## src/rtl/cluster_pwr_pkg.sv

```systemverilog
// Shared types and constants for the cluster power/clock/reset sequencer.
package cluster_pwr_pkg;

    localparam int unsigned STATE_W = 4;

    typedef enum logic [STATE_W-1:0] {
        OFF     = 4'd0,
        PWR_UP  = 4'd1,
        CLK_ON  = 4'd2,
        ISO_REL = 4'd3,
        RUN     = 4'd4,
        DRAIN   = 4'd5,
        ISO_ON  = 4'd6,
        RST_ON  = 4'd7,
        CLK_OFF = 4'd8
    } state_e;

    localparam int unsigned DEF_PWR_UP_CYCLES = 16;
    localparam int unsigned DEF_RST_CYCLES    = 8;
    localparam int unsigned DEF_ISO_CYCLES    = 2;
    localparam int unsigned DEF_DRAIN_TIMEOUT = 1024;
    localparam int unsigned DEF_CNT_WIDTH     = 16;

    function automatic int unsigned max_u(int unsigned a, int unsigned b);
        return (a > b) ? a : b;
    endfunction

    // True when a counter of 'width' bits can hold max_cycles-1.
    function automatic bit cnt_width_ok(int unsigned width, int unsigned max_cycles);
        if (width >= 32) return 1'b1;
        return (max_cycles - 1) < (32'd1 << width);
    endfunction

endpackage

```

## src/rtl/cluster_pwr_timer.sv

```systemverilog
// Loadable down-counter, saturating at zero; shared by dwell and drain timeout.
module cluster_pwr_timer #(
    parameter int unsigned WIDTH = 16
) (
    input  logic             clk,
    input  logic             rst,
    input  logic             load,
    input  logic [WIDTH-1:0] load_val,
    input  logic             dec,
    output logic             zero_c
);

    logic [WIDTH-1:0] cnt;

    always_ff @(posedge clk) begin
        if (rst) begin
            cnt <= '0;
        end else if (load) begin
            cnt <= load_val;
        end else if (dec && (cnt != '0)) begin
            cnt <= cnt - WIDTH'(1);
        end
    end

    assign zero_c = (cnt == '0);

endmodule

```

## src/rtl/cluster_pwr_seq.sv

```systemverilog
// Cluster power sequencer: orders clock gate, reset, isolation and fetch enable
// on power-up, and drains then reverses the sequence on power-down.
module cluster_pwr_seq
    import cluster_pwr_pkg::*;
#(
    parameter int unsigned PWR_UP_CYCLES = DEF_PWR_UP_CYCLES,
    parameter int unsigned RST_CYCLES    = DEF_RST_CYCLES,
    parameter int unsigned ISO_CYCLES    = DEF_ISO_CYCLES,
    parameter int unsigned DRAIN_TIMEOUT = DEF_DRAIN_TIMEOUT,
    parameter int unsigned CNT_WIDTH     = DEF_CNT_WIDTH
) (
    input  logic        clk_i,
    input  logic        rst_i,
    input  logic        pow_req_i,
    input  logic        byp_i,
    input  logic        fetch_en_i,
    input  logic [63:0] boot_addr_i,
    input  logic        cluster_busy_i,
    output logic        cluster_clk_en_o,
    output logic        cluster_rstn_o,
    output logic        cluster_iso_o,
    output logic        cluster_fetch_en_o,
    output logic [63:0] cluster_boot_addr_o,
    output logic        pow_ack_o,
    output logic        drain_err_o,
    output logic [3:0]  state_o
);

    localparam int unsigned MAX_CYC = max_u(max_u(PWR_UP_CYCLES, RST_CYCLES),
                                            max_u(ISO_CYCLES, DRAIN_TIMEOUT));

    if (!cnt_width_ok(CNT_WIDTH, MAX_CYC)) begin : g_cnt_width_check
        $error("cluster_pwr_seq: CNT_WIDTH cannot hold the largest dwell/timeout");
    end

    localparam logic [CNT_WIDTH-1:0] PWR_UP_LD = CNT_WIDTH'(PWR_UP_CYCLES - 1);
    localparam logic [CNT_WIDTH-1:0] RST_LD    = CNT_WIDTH'(RST_CYCLES - 1);
    localparam logic [CNT_WIDTH-1:0] ISO_LD    = CNT_WIDTH'(ISO_CYCLES - 1);
    localparam logic [CNT_WIDTH-1:0] DRAIN_LD  = CNT_WIDTH'(DRAIN_TIMEOUT - 1);

    state_e               state;
    state_e               next;
    logic                 tmr_load;
    logic [CNT_WIDTH-1:0] tmr_load_val;
    logic                 tmr_dec;
    logic                 tmr_zero;
    logic                 drain_to;
    logic                 nxt_clk_en;
    logic                 nxt_rstn;
    logic                 nxt_iso;
    logic                 nxt_run;
    logic                 nxt_fetch;

    cluster_pwr_timer #(
        .WIDTH (CNT_WIDTH)
    ) u_timer (
        .clk      (clk_i),
        .rst      (rst_i),
        .load     (tmr_load),
        .load_val (tmr_load_val),
        .dec      (tmr_dec),
        .zero_c   (tmr_zero)
    );

    // State and output registers; outputs follow the state being entered.
    always_ff @(posedge clk_i) begin
        if (rst_i) begin
            state               <= OFF;
            cluster_clk_en_o    <= 1'b0;
            cluster_rstn_o      <= 1'b0;
            cluster_iso_o       <= 1'b1;
            cluster_fetch_en_o  <= 1'b0;
            cluster_boot_addr_o <= '0;
            pow_ack_o           <= 1'b0;
            drain_err_o         <= 1'b0;
        end else begin
            state              <= next;
            cluster_clk_en_o   <= nxt_clk_en;
            cluster_rstn_o     <= nxt_rstn;
            cluster_iso_o      <= nxt_iso;
            cluster_fetch_en_o <= nxt_fetch;
            if (nxt_fetch && !cluster_fetch_en_o) begin
                cluster_boot_addr_o <= boot_addr_i;
            end
            pow_ack_o   <= nxt_run;
            drain_err_o <= drain_err_o | drain_to;
        end
    end

    // Next state and timer control. Aborts during power-up skip the drain.
    always_comb begin
        next         = state;
        tmr_load     = 1'b0;
        tmr_load_val = '0;
        tmr_dec      = 1'b0;
        drain_to     = 1'b0;
        case (state)
            OFF: begin
                if (pow_req_i) begin
                    next         = PWR_UP;
                    tmr_load     = 1'b1;
                    tmr_load_val = byp_i ? '0 : PWR_UP_LD;
                end
            end
            PWR_UP: begin
                tmr_dec = 1'b1;
                if (!pow_req_i) begin
                    next = CLK_OFF;
                end else if (tmr_zero) begin
                    next         = CLK_ON;
                    tmr_load     = 1'b1;
                    tmr_load_val = RST_LD;
                end
            end
            CLK_ON: begin
                tmr_dec = 1'b1;
                if (!pow_req_i) begin
                    next = CLK_OFF;
                end else if (tmr_zero) begin
                    next         = ISO_REL;
                    tmr_load     = 1'b1;
                    tmr_load_val = ISO_LD;
                end
            end
            ISO_REL: begin
                tmr_dec = 1'b1;
                if (!pow_req_i) begin
                    next = CLK_OFF;
                end else if (tmr_zero) begin
                    next = RUN;
                end
            end
            RUN: begin
                if (!pow_req_i) begin
                    next         = DRAIN;
                    tmr_load     = 1'b1;
                    tmr_load_val = DRAIN_LD;
                end
            end
            DRAIN: begin
                tmr_dec = 1'b1;
                // Busy low wins over an expiring timeout in the same cycle.
                if (!cluster_busy_i || tmr_zero) begin
                    next         = ISO_ON;
                    tmr_load     = 1'b1;
                    tmr_load_val = ISO_LD;
                    drain_to     = cluster_busy_i;
                end
            end
            ISO_ON: begin
                tmr_dec = 1'b1;
                if (tmr_zero) begin
                    next = RST_ON;
                end
            end
            RST_ON:  next = CLK_OFF;
            CLK_OFF: next = OFF;
            default: next = CLK_OFF;
        endcase
    end

    // Output levels decoded from the state being entered.
    always_comb begin
        nxt_clk_en = 1'b0;
        nxt_rstn   = 1'b0;
        nxt_iso    = 1'b1;
        case (next)
            CLK_ON, RST_ON: begin
                nxt_clk_en = 1'b1;
            end
            ISO_REL, ISO_ON: begin
                nxt_clk_en = 1'b1;
                nxt_rstn   = 1'b1;
            end
            RUN, DRAIN: begin
                nxt_clk_en = 1'b1;
                nxt_rstn   = 1'b1;
                nxt_iso    = 1'b0;
            end
            default: ;
        endcase
        nxt_run   = (next == RUN);
        nxt_fetch = fetch_en_i && nxt_run;
    end

    assign state_o = state;

endmodule
```

## config.mk

```make
export PLATFORM = sky130hd
export DESIGN_NAME = cluster_pwr_seq
export DESIGN_NICKNAME = d
export VERILOG_FILES = /design/src/rtl/cluster_pwr_pkg.sv /design/src/rtl/cluster_pwr_timer.sv /design/src/rtl/cluster_pwr_seq.sv
export SDC_FILE = /design/constraint.sdc
export NUM_CORES = 1
export LEC_CHECK = 0
export CAP_MARGIN = 20
export CORE_MARGIN = 2
export CORE_UTILIZATION = 30
export CTS_CLUSTER_DIAMETER = 50
export DETAILED_ROUTE_END_ITERATION = 12
export PLACE_DENSITY = 0.56
export SYNTH_ARGS = -nofsm -noshare
export SYNTH_HDL_FRONTEND = slang
export SYNTH_SLANG_ARGS = --single-unit
```

## constraint.sdc

```tcl
create_clock -name clk_i -period 4.35 [get_ports clk_i]
set_input_delay 0.6525 -clock clk_i [delete_from_list [all_inputs] [get_ports clk_i]]
set_output_delay 0.6525 -clock clk_i [all_outputs]
set_load 0.1 [all_outputs]
```

; ---- Yosys cells after proc, flatten, opt, wreduce, memory -nomap -nowiden
; Cells that the tools add are included.
[classes]
add_sub_neg = 1
n_eq_ne = 13
n_mux = 34
n_bitwise = 1
n_reduce_logical = 15
[op_table]
columns = cell, count
row1 = one-hot mux 10 bit (5 select lines), 1
row2 = 2-to-1 mux 4 bit, 12
row3 = 2-to-1 mux 16 bit, 2
row4 = one-hot mux 4 bit (8 select lines), 1
row5 = == test 4 x 3 -> 1 bit (second input constant), 7
row6 = == test 4 x 2 -> 1 bit (second input constant), 4
row7 = zero test 16 bit, 1
row8 = nonzero test 16 bit, 1
row9 = subtractor 16 x 1 -> 16 bit (second input constant), 1
row10 = 2-to-1 mux 1 bit, 14
row11 = 2-to-1 mux 10 bit, 1
row12 = 2-to-1 mux 3 bit, 2
row13 = OR reduction 6 bit, 1
row14 = OR reduction 5 bit, 1
row15 = == test 4 x 1 -> 1 bit (second input constant), 1
row16 = == test 4 bit (second input constant), 1
row17 = zero test 4 bit, 1
row18 = one-hot mux 1 bit (4 select lines), 1
row19 = OR reduction 2 bit, 2
row20 = OR reduction 4 bit, 1
row21 = logical AND 1 bit, 3
row22 = zero test 1 bit, 2
row23 = nonzero test 2 bit, 1
row24 = logical OR 1 bit, 1
row25 = bitwise OR 1 bit, 1
[word_totals]
register_bits = 90
in_bits = 70

; ---- Logic depth before layout (Yosys ltp)
; Gate-level depths: netlist of the first run.
[depth]
word_depth = 7
depth_mapped = 11

; ---- Cells and area by module
; From an unflattened synthesis of the first run, not the netlist that was laid out.
[unflattened]
hier_cells = 468
hier_area_um2 = 4788.3
[by_module_without_submodules]
columns = mod, n_inst, cells_per_inst, area_each_um2
row1 = cluster_pwr_seq, 1, 354, 3843.7
row2 = cluster_pwr_timer, 1, 114, 944.7

; ---- Worst setup path before layout of the first run
; Ideal clock, no wire load.
[synth_timing]
kind = register to register
from = reg state[3] (netlist: state_o[3])
to = reg cluster_boot_addr_o[0]
setup_ns = 0.072
arrival_time_ns = 2.717
path_slack_ns = 1.562
path_stages_with_launch = 10
path_buffers = 3
synth_period_minus_slack_ns = 2.788
cell_sequence = dfxtp_1 buf_2 nand2b_1 nor4_2 a21oi_1 and3_4 and4bb_4 buf_12 buf_12 mux2i_1
[synth_between]
elab_chain_cells = 6
elab_cells_between_ends = 22
[synth_lines]
columns = element, line_no
row1 = from (decl), cluster_pwr_seq.sv:41  ; state_e state;
row2 = from (signal assigned), cluster_pwr_seq.sv:77  ; state <= next;
row3 = 2-to-1 mux 4 bit (on tied branches), "cluster_pwr_seq.sv:129, cluster_pwr_seq.sv:109, cluster_pwr_seq.sv:119"
row4 = 2-to-1 mux 4 bit (on tied branches), "cluster_pwr_seq.sv:127, cluster_pwr_seq.sv:107, cluster_pwr_seq.sv:117"
row5 = one-hot mux 4 bit (8 select lines) (*), cluster_pwr_seq.sv:97  ; case (state)
row6 = == test 4 x 3 -> 1 bit (*), cluster_pwr_seq.sv:182  ; nxt_run = (next == RUN);
row7 = logical AND 1 bit (*), cluster_pwr_seq.sv:183  ; nxt_fetch = fetch_en_i && nxt_run;
row8 = logical AND 1 bit (*), cluster_pwr_seq.sv:82  ; if (nxt_fetch && !cluster_fetch_en_o) begin
row9 = to (signal assigned), cluster_pwr_seq.sv:83  ; cluster_boot_addr_o <= boot_addr_i;
row10 = to (decl), cluster_pwr_seq.sv:23  ; output logic [63:0] cluster_boot_addr_o,
; Every way passes the cells marked *; elsewhere a longest branch is shown, timed or not.
; A chain may end at the register's enable or synchronous reset.

; ---- Final worst setup path of the first run
[layout_timing]
from = reg u_timer.cnt[0]
to = reg cluster_boot_addr_o[1]
[layout_between]
elab_chain_cells = 7
elab_cells_between_ends = 14
[layout_lines]
columns = element, line_no
row1 = from (decl), cluster_pwr_timer.sv:13  ; logic [WIDTH-1:0] cnt;
row2 = from (signal assigned), cluster_pwr_timer.sv:19  ; cnt <= load_val;
row3 = from (signal assigned), cluster_pwr_timer.sv:21  ; cnt <= cnt - WIDTH'(1);
row4 = zero test 16 bit (*), cluster_pwr_timer.sv:25  ; assign zero_c = (cnt == '0);
row5 = 2-to-1 mux 4 bit (tied with other cells), cluster_pwr_seq.sv:129  ; end else if (tmr_zero) begin
row6 = 2-to-1 mux 4 bit (on tied branches), --
row7 = one-hot mux 4 bit (8 select lines) (*), cluster_pwr_seq.sv:97
row8 = == test 4 x 3 -> 1 bit (*), cluster_pwr_seq.sv:182
row9 = logical AND 1 bit (*), cluster_pwr_seq.sv:183
row10 = logical AND 1 bit (*), cluster_pwr_seq.sv:82
; Marks and branches as above.

==> results of run 1 <==
-- cells by family after synthesis --
group                      share of synthesized area
xor gates and xnor gates                      0.0177
muxes                                          0.146
AOI/OAI and AO/OA                             0.0664
buffers and inverters                         0.0582
and+or+nand+nor                                0.301
DFF                                            0.405
adders and majority gates                    0.00563
-- routing by layer --
metal  track usage  share of wire  up-vias
li1              -              -     1841
met1         0.180           0.48     1683
met2         0.231           0.46       97
met3        0.0323          0.041       14
met4        0.0491          0.018        0
met5             0              0        -
-- state kept, by name, indices dropped and copies added (netlist names) --
signal / cells
state_o: 4
cluster_iso_o: 1
cluster_rstn_o: 1
cluster_clk_en_o: 1
u_timer.cnt: 16
pow_ack_o: 1
cluster_fetch_en_o: 1
cluster_boot_addr_o: 64
drain_err_o: 1
-- stage by stage --
stage | utilization | total power [mW] | cells | worst slack, ns
floorplan | - | 1.41 | 471 | 1.56
global placement | 0.405 | 1.55 | 768 | 1.24
detailed placement | 0.405 | 1.56 | 768 | 1.15
CTS | 0.428 | 2.42 | 783 | 1.22
global route | 0.428 | 2.54 | 783 | 0.968
finish | 0.428 | 2.40 | 783 | 1.19
-- power groups by stage --
stage / logic, mW / registers, mW / clock network [mW]
4_1_cts: 0.613 / 0.928 / 0.878
3_3_place_gp: 0.602 / 0.944 / 0
5_1_grt: 0.689 / 0.935 / 0.915
6_report: 0.617 / 0.930 / 0.849
2_1_floorplan: 0.454 / 0.956 / 0
3_5_place_dp: 0.611 / 0.945 / 0
-- path summary, 6_finish.rpt --
| check | start | slack, ns | cells past startpoint | endpoint |
|---|---|---|---|---|
| min reg2reg | cluster_boot_addr_o[29] | 0.47 | 2 | cluster_boot_addr_o[29] |
| max reg2reg | u_timer.cnt[0] | 1.19 | 9 | cluster_boot_addr_o[1] |
| max | u_timer.cnt[0] | 1.19 | 9 | cluster_boot_addr_o[1] |
| min | cluster_boot_addr_o[29] | 0.47 | 2 | cluster_boot_addr_o[29] |
-- placed cells by master (no fill, tap or decap), types with 4 or more instances in the layout --
cell / synthesis / final
clkdlybuf4s50_1: 0 / 142
nand2b_1: 131 / 131
dfxtp_1: 90 / 90
mux2i_1: 65 / 65
nor2_1: 29 / 29
nand2_1: 14 / 14
a21oi_1: 12 / 12
nor3_1: 10 / 10
a31oi_1: 9 / 9
clkbuf_16: 0 / 9
xnor2_1: 8 / 8
nand3_1: 8 / 8
o21ai_0: 7 / 7
inv_1: 4 / 4
and2_1: 4 / 4
nor4_1: 4 / 4
a211oi_1: 4 / 4
-- critical path, cell delays in order (launching register included) --
cell,delay (ns)
dfxtp_1,0.41
inv_1,0.09
ha_1,0.23
nor3b_1,0.15
and4_1,0.33
a2111oi_0,0.53
a31oi_1,0.08
and4bb_4,0.61
buf_12,0.36
mux2i_1,0.24
-- layout make-up --
| cell class | count | area share |
|---|---|---|
| clock inverters | 5 | 0.0141 |
| clock buffers | 10 | 0.0385 |
| well taps | 184 | 0.0371 |
| repair buffers | 145 | 0.234 |
| inverters | 4 | 0.00242 |
| flip-flops and latches | 90 | 0.290 |
| multi-input cells | 345 | 0.384 |
==> impl_metrics.json, run 1 <==
{
  "drive_gt1_frac": 0.0467,
  "synthesis.area_mm2": 0.00445,
  "peakVddDrop_v": 0.000182,
  "critPathLaunchType": "flop",
  "core_area_mm2": 0.0145,
  "grt_max_degree": 113,
  "yosysTopAreaCell": "dfxtp_1",
  "area_delta_synth_final_pct": 39.7,
  "intPower_mw": 1.66,
  "ys.flop_type": "dfxtp_1",
  "setup-tns-final_ns": 0,
  "grt_use_total": 0.140,
  "max-slew-margin-rel": 0.310,
  "maxCapViolations": 0,
  "die_y_um": 126,
  "post-route-period-util": 0.727,
  "ys_seq_area_frac": 0.405,
  "ys_types": 48,
  "critPathMaxFanout": 48,
  "htree_num_levels": 3,
  "cts_tree": "done",
  "status": "completed",
  "nFillCells": 1420,
  "drt_pass1_iterations": 4,
  "fmax_mhz": 316,
  "cts.sinks": 90,
  "vias": 3635,
  "crit_required_ns": 4.61,
  "synth_nets": 543,
  "grt_pass1_wl_um": 18100,
  "seq_power_share": 0.388,
  "route.detailed.drc": 0,
  "antennaDiodeCount": 0,
  "clkTransAtPathRegs_ns": 0.06,
  "avgSynthCellArea_um2": 9.44,
  "critical_path_arrival_ns": 3.42,
  "synth_edf_count": 0,
  "rsz0062_at_grt": "false",
  "seq_area_mm2": 0.00180,
  "multi_input_area_mm2": 0.00239,
  "switching_share": 0.306,
  "slew_viol_final": 0,
  "p_leak_nw": 2.10,
  "clk-insertion-delay-late_ns": 0.34,
  "path_class": "flop to flop",
  "ctsResizeCount": 0,
  "root_buffer": "clkbuf_16",
  "ant_nets": 0,
  "synth.area.top_cells": "dfxtp_1 (41%), nand2b_1 (18%), mux2i_1 (15%)",
  "p_comb_frac": 0.257,
  "first_iter_violations": 195,
  "yosysWarnings": 0,
  "finalHoldViolCount": 0,
  "rows": 44,
  "p_per_area_mw_per_mm2": 386,
  "worst_slew_pin_slew_ns": 1.03,
  "grt.overflow.total": 0,
  "nNetsFinal": 667,
  "die_x_um": 126,
  "timing.hold.ws_ns": 0.468,
  "grt_pass1_vias": 3600,
  "power_switching_mw": 0.733,
  "clockPowerShare": 0.354,
  "final.setup_skew_ns": 0.0122,
  "cts_setup_buffers": 0,
  "setup_viol": 0,
  "via_per_inst": 4.64,
  "globalplace.congestion": 0.847,
  "ys_seq_elements": 90,
  "async_flop_share": 0,
  "io_pins": 144,
  "wl_per_cell_um": 14.3,
  "drt_wl_total_um": 11200,
  "cts-hold-fix-buffers": 0,
  "dieArea_mm2": 0.0158,
  "initial_utilization": 0.306,
  "endpoint_kind": "flop",
  "synthCells": 471,
  "synthTopCellsByCount": "nand2b_1 (131), dfxtp_1 (90), mux2i_1 (65)",
  "fin_area_mm2": 0.00621,
  "finalCriticalPeriod_ns": 3.16,
  "cts_made_buffers": 9,
  "place.detailed.hpwl_um": 7960,
  "antenna_found_initial": 0,
  "synthMostInstantiatedCell": "nand2b_1",
  "dpl_cell_area_mm2": 0.00589,
  "portBuffers": 143,
  "cts_buffer_depth": 2,
  "hold_path_class": "flop to flop",
  "yosysTopAreaCellShare": 0.405
}
No activity file was read; power rests on OpenSTA's default activity.
==> inputs of run 2 (changes only) <==
==> constraint.sdc (replaced) <==
create_clock -name clk_i -period 3.2 [get_ports clk_i]
set_input_delay 0.48 -clock clk_i [delete_from_list [all_inputs] [get_ports clk_i]]
set_output_delay 0.48 -clock clk_i [all_outputs]
set_load 0.1 [all_outputs]
==> run 2 against run 1 <==
First-iteration DRC count down 3.1%. Setup slack got worse by 0.73 ns. Fmax up 15%. Utilization is 0.17 points lower. Sequential cell count did not move. Sequential power grew 35%. Non-clock buffer count up 4. Final cell count increased by 0.64%. Critical endpoint is now cluster_boot_addr_o[61].
==> impl_metrics.json, run 2 (synthesized netlist as in run 1, its figures left out) <==
{
  "status": "completed",
  "final.setup_skew_ns": 0.00929,
  "dieArea_mm2": 0.0158,
  "nNetsFinal": 671,
  "path_class": "flop to flop",
  "largest_reg_flops": 64,
  "cpPeakStageDelay_ns": 0.53,
  "use_met1": 0.178,
  "portBuffers": 143,
  "p_leak_nw": 2.20,
  "drt_pass1_iterations": 5,
  "cts_made_buffers": 9,
  "drt_wl_total_um": 11100,
  "final_cell_mix": "nand2b_1 (131), clkdlybuf4s50_1 (112), dfxtp_1 (90)",
  "route.detailed.drc": 0,
  "crit_required_ns": 3.47,
  "critical_path_depth": 9,
  "die_x_um": 126,
  "r2r_cells": 9,
  "setup_viol": 0,
  "met2_usage": 0.222,
  "critPathLaunchType": "flop",
  "globalplace.congestion": 0.864,
  "top_usage_layer": "met2",
  "wl_per_cell_um": 14.1,
  "critPathMaxFanout": 34,
  "post-route-util": 0.426,
  "antenna_found_initial": 0,
  "p_per_area_mw_per_mm2": 533,
  "core_area_mm2": 0.0145,
  "top_register": "cluster_boot_addr_o",
  "critPathBufInv": 2,
  "max-slew-margin-rel": 0.334,
  "first_iter_violations": 189,
  "finalHoldViolCount": 0,
  "ctsResizeCount": 0,
  "critical_path_arrival_ns": 3.01,
  "endpoint_kind": "flop",
  "hold_path_class": "flop to flop",
  "vias": 3654,
  "cp_cell_sequence": "inv_1 > ha_1 > nor3b_1 > and4_1 > a2111oi_0 > a31oi_1 > and4bb_4 > buf_12 > mux2i_1",
  "ant_nets": 0,
  "drive_gt1_frac": 0.104,
  "place.detailed.hpwl_um": 7920,
  "met3_usage": 0.0391,
  "cts-hold-fix-buffers": 0,
  "antennaDiodeCount": 0,
  "initial_utilization": 0.306,
  "layout_commonest_cell": "nand2b_1",
  "fmax_mhz": 364,
  "die_y_um": 126,
  "area_delta_synth_final_pct": 39.2,
  "via_per_inst": 4.64,
  "p_total_mw": 3.30,
  "peakVddDrop_v": 0.000271,
  "cts.sinks": 90,
  "rsz0062_at_grt": "false",
  "clkTransAtPathRegs_ns": 0.07,
  "cpLargestDelayFamily": "simple AND/OR/NAND/NOR gates",
  "finalCriticalPeriod_ns": 2.74,
  "grt_pass1_vias": 3631,
  "io_pins": 144,
  "grt_max_degree": 113,
  "setup-tns-final_ns": 0,
  "grt_use_total": 0.139,
  "maxCapViolations": 0,
  "cts_setup_buffers": 0,
  "grt.overflow.total": 0,
  "worst_slew_pin_slew_ns": 0.996,
  "htree_num_levels": 3,
  "cts_buffer_depth": 2,
  "post-route-period-util": 0.858,
  "slew_viol_final": 0,
  "root_buffer": "clkbuf_16",
  "clk-insertion-delay-late_ns": 0.35,
  "grt_pass1_wl_um": 17900,
  "cts_tree": "done",
  "reg2reg_slack_ns": 0.46,
  "hold_depth": 2,
  "crit_slowest_cell": "and4bb_4",
  "rows": 44
}
[run 2: changes by cell type in the layout (fill, tap and decap cells not counted), sizes merged]
| cell | previous run | this run |
|---|---|---|
| clkinvlp | 1 | 0 |
| buf | 3 | 37 |
| inv | 5 | 7 |
| clkdlybuf4s50 | 142 | 112 |
[run 2: final timing paths]
kind | from | endpoint
worst max-delay path | u_timer.cnt[0] | cluster_boot_addr_o[61]
worst min-delay path | cluster_boot_addr_o[52] | cluster_boot_addr_o[52]
worst max register to register | u_timer.cnt[0] | cluster_boot_addr_o[61]
worst min register to register | cluster_boot_addr_o[52] | cluster_boot_addr_o[52]
[run 2: worst reg2reg max path: stages (launching register included)]
cell and delay (ns):
dfxtp_1 0.40, inv_1 0.08, ha_1 0.19, nor3b_1 0.14
and4_1 0.24, a2111oi_0 0.42, a31oi_1 0.11, and4bb_4 0.53
buf_12 0.29, mux2i_1 0.27
[run 2: final cells by class]
| class | instances | area (um^2) |
|---|---|---|
| tap | 184 | 230 |
| sequential | 90 | 1800 |
| clock inverter | 6 | 95.1 |
| multi-input combinational | 345 | 2390 |
| inverter | 4 | 15.0 |
| fill | 1413 | 8350 |
| clock buffer | 10 | 239 |
| timing repair buffer | 149 | 1420 |
[run 2: per-stage QoR]
stage | cell area, um^2 | hold slack, ns | setup slack (ns) | instances
2_1_floorplan | 4450 | 0.482 | 0.412 | 471
3_3_place_gp | 5850 | 0.457 | 0.459 | 772
3_5_place_dp | 5850 | 0.461 | 0.352 | 772
4_1_cts | 6190 | 0.474 | 0.438 | 788
5_1_grt | 6190 | 0.492 | 0.182 | 788
6_report | 6190 | 0.472 | 0.456 | 788
[run 2: power breakdown]
group          total, mW  switching [mW]  internal (mW)
combinational      0.853           0.464          0.389
clock               1.19           0.474          0.716
sequential          1.26          0.0822           1.18
[run 2: metal layers]
metal  vias up  part of all wire
met5         -                 0
li1       1854                 -
met3        16             0.049
met1      1684              0.48
met2       100              0.45
met4         0             0.020
==> inputs of run 3 (changes only) <==
--- a/config.mk
+++ b/config.mk
@@ -7,10 +7,11 @@
 export LEC_CHECK = 0
 export CAP_MARGIN = 20
 export CORE_MARGIN = 2
-export CORE_UTILIZATION = 30
+export CORE_UTILIZATION = 48
 export CTS_CLUSTER_DIAMETER = 50
 export DETAILED_ROUTE_END_ITERATION = 12
-export PLACE_DENSITY = 0.56
+export PLACE_DENSITY = 0.81
 export SYNTH_ARGS = -nofsm -noshare
 export SYNTH_HDL_FRONTEND = slang
+export SYNTH_HIERARCHICAL = 1
 export SYNTH_SLANG_ARGS = --single-unit
==> run 3 against run 2 <==
Sequential share of layout area decreased by 0.80 points. Utilization increased by 23 points. Count of clock-buffer cells in the layout increased by 2. Design area increased by 2.8%. Power decreased by 31%. Worst hold slack improved by 0.0099 ns. Sequential cell count unchanged. Critical path type unchanged. Largest power group unchanged.
==> impl_metrics.json, run 3 <==
{
  "status": "completed",
  "grt_use_total": 0.200,
  "ant_nets": 0,
  "maxCapViolations": 0,
  "peakVddDrop_v": 0.000180,
  "avgSynthCellArea_um2": 10.2,
  "die_y_um": 104,
  "synthTopCellsByCount": "or2b_2 (120), dfxtp_1 (90), mux2i_1 (65)",
  "endpoint_kind": "flop",
  "finalHoldViolCount": 0,
  "fmax_mhz": 330,
  "setup-tns-final_ns": 0,
  "slew_viol_final": 0,
  "synthesis.area_mm2": 0.00479,
  "root_buffer": "clkbuf_8",
  "rsz0062_at_grt": "true",
  "die_x_um": 104,
  "antenna_found_initial": 0,
  "via_per_inst": 4.97,
  "nFillCells": 820,
  "first_iter_violations": 84,
  "htree_num_levels": 3,
  "layout_commonest_cell": "or2b_2",
  "largest_reg_flops": 64,
  "multi_input_area_mm2": 0.00272,
  "final_cell_mix": "or2b_2 (120), clkdlybuf4s50_1 (113), dfxtp_1 (90)",
  "final.setup_skew_ns": 0.00745,
  "post-route-period-util": 0.948,
  "crit_required_ns": 3.49,
  "synth_edf_count": 0,
  "setup_viol": 0,
  "grt.overflow.total": 0,
  "top_register": "cluster_boot_addr_o",
  "timing.hold.ws_ns": 0.482,
  "io_pins": 144,
  "synth.area.top_cells": "dfxtp_1 (38%), or2b_2 (22%), mux2i_1 (14%)",
  "ys_seq_area_frac": 0.376,
  "ys_types": 57,
  "rows": 36,
  "worst_slew_pin_slew_ns": 0.985,
  "nNetsFinal": 677,
  "max-slew-margin-rel": 0.341,
  "portBuffers": 143,
  "ys.flop_type": "dfxtp_1",
  "initial_utilization": 0.492,
  "critPathMaxFanout": 28,
  "globalplace.congestion": 0.845,
  "wl_per_cell_um": 14.6,
  "stdcell_count": 743,
  "cts_tree": "done",
  "ys_seq_elements": 90,
  "antennaDiodeCount": 0,
  "drt_pass1_iterations": 4,
  "core_area_mm2": 0.00973,
  "clk-insertion-delay-late_ns": 0.35,
  "p_per_area_mw_per_mm2": 360,
  "grt_pass1_vias": 3802,
  "vias": 3696,
  "cts.sinks": 90,
  "synthCells": 468,
  "grt_pass1_wl_um": 17800,
  "place_inst": 726,
  "yosysTopAreaCellShare": 0.376,
  "critPathLaunchType": "flop",
  "p_leak_nw": 2.27,
  "cts_buffer_depth": 2,
  "finalCriticalPeriod_ns": 3.03,
  "area_delta_synth_final_pct": 32.9,
  "route.detailed.drc": 0,
  "cts_made_buffers": 9,
  "drt_wl_total_um": 10900,
  "path_class": "flop to flop",
  "critical_path_arrival_ns": 3.32,
  "yosysWarnings": 6,
  "place.detailed.hpwl_um": 7640,
  "yosysTopAreaCell": "dfxtp_1",
  "synthMostInstantiatedCell": "or2b_2",
  "seq_area_mm2": 0.00180,
  "async_flop_share": 0,
  "hold_path_class": "flop to flop",
  "grt_max_degree": 68,
  "drive_gt1_frac": 0.305,
  "clkTransAtPathRegs_ns": 0.09,
  "dieArea_mm2": 0.0108
}
[run 3: cell types whose count changed after synthesis, moves of 4 or more]
cell	before	now
nor2_1	29	23
nand3_1	8	3
o21ai_0	7	3
a31oi_1	9	3
or2b_2	0	120
clkbuf_1	21	17
nand2b_1	131	12
[run 3: path summary, 6_finish.rpt]
check | from | end | slack (ns) | cells past startpoint
worst max-delay path | u_timer/cnt[10] | cluster_boot_addr_o[24] | 0.17 | 9
worst min register to register | cluster_boot_addr_o[19] | cluster_boot_addr_o[19] | 0.48 | 2
worst min-delay path | cluster_boot_addr_o[19] | cluster_boot_addr_o[19] | 0.48 | 2
worst max register to register | u_timer/cnt[10] | cluster_boot_addr_o[24] | 0.17 | 9
[run 3: kinds of logic (layout without fill, tap and decap cells)]
kind of cell	after synthesis	count (layout)	synth area share
compound gates	45	45	0.0666
buf+inv	38	175	0.0622
xor+xnor	10	10	0.0183
other cells	1	6	0.000783
fa+ha+maj	1	1	0.00261
simple gates	218	218	0.337
mux	65	65	0.136
flops	90	90	0.376
[run 3: routing by layer]
metal	vias to the layer above	global-route usage	part of all wire
met3	13	0.0802	0.086
met5	-	0	0
li1	1848	-	-
met4	0	0.0569	0.016
met1	1729	0.230	0.41
met2	106	0.345	0.49
[run 3: per-stage QoR]
stage	power (mW)	setup WS [ns]	util	instance area, um^2
2_1_floorplan	1.42	0.177	-	4810
3_3_place_gp	1.54	0.248	0.631	6140
3_5_place_dp	1.55	0.0982	0.631	6140
4_1_cts	2.31	0.0869	0.650	6330
5_1_grt	2.39	-0.0278	0.654	6360
6_report	2.29	0.168	0.654	6360
[run 3: timing repair]
action | CTS | global route
endpoints found under the setup margin | 0 | 56
resized for setup | 0 | 4
hold buffers | 0 | 0
buffers inserted | 0 | 1
[run 3: final cells by class]
type / instances / share of cell area
clock buffers: 12 / 0.0228
well taps: 133 / 0.0262
inverters: 6 / 0.00354
flip-flops and latches: 90 / 0.283
clock inverters: 3 / 0.00629
repair buffers: 154 / 0.230
multi-input cells: 345 / 0.428
[run 3: worst max-delay path, stage by stage, from the launching register on]
cell and delay (ns):
dfxtp_1 0.35, or4_1 0.57, and4bb_2 0.39, and4bb_1 0.22, a31oi_1 0.18, o2111ai_2 0.24, nor4b_4 0.33, buf_4 0.18
buf_8 0.29, mux2i_1 0.22
[run 3: power by group]
group | switching (mW) | internal, mW | total (mW)
Combinational | 0.157 | 0.195 | 0.352
Clock | 0.388 | 0.377 | 0.765
Sequential | 0.0314 | 1.14 | 1.17
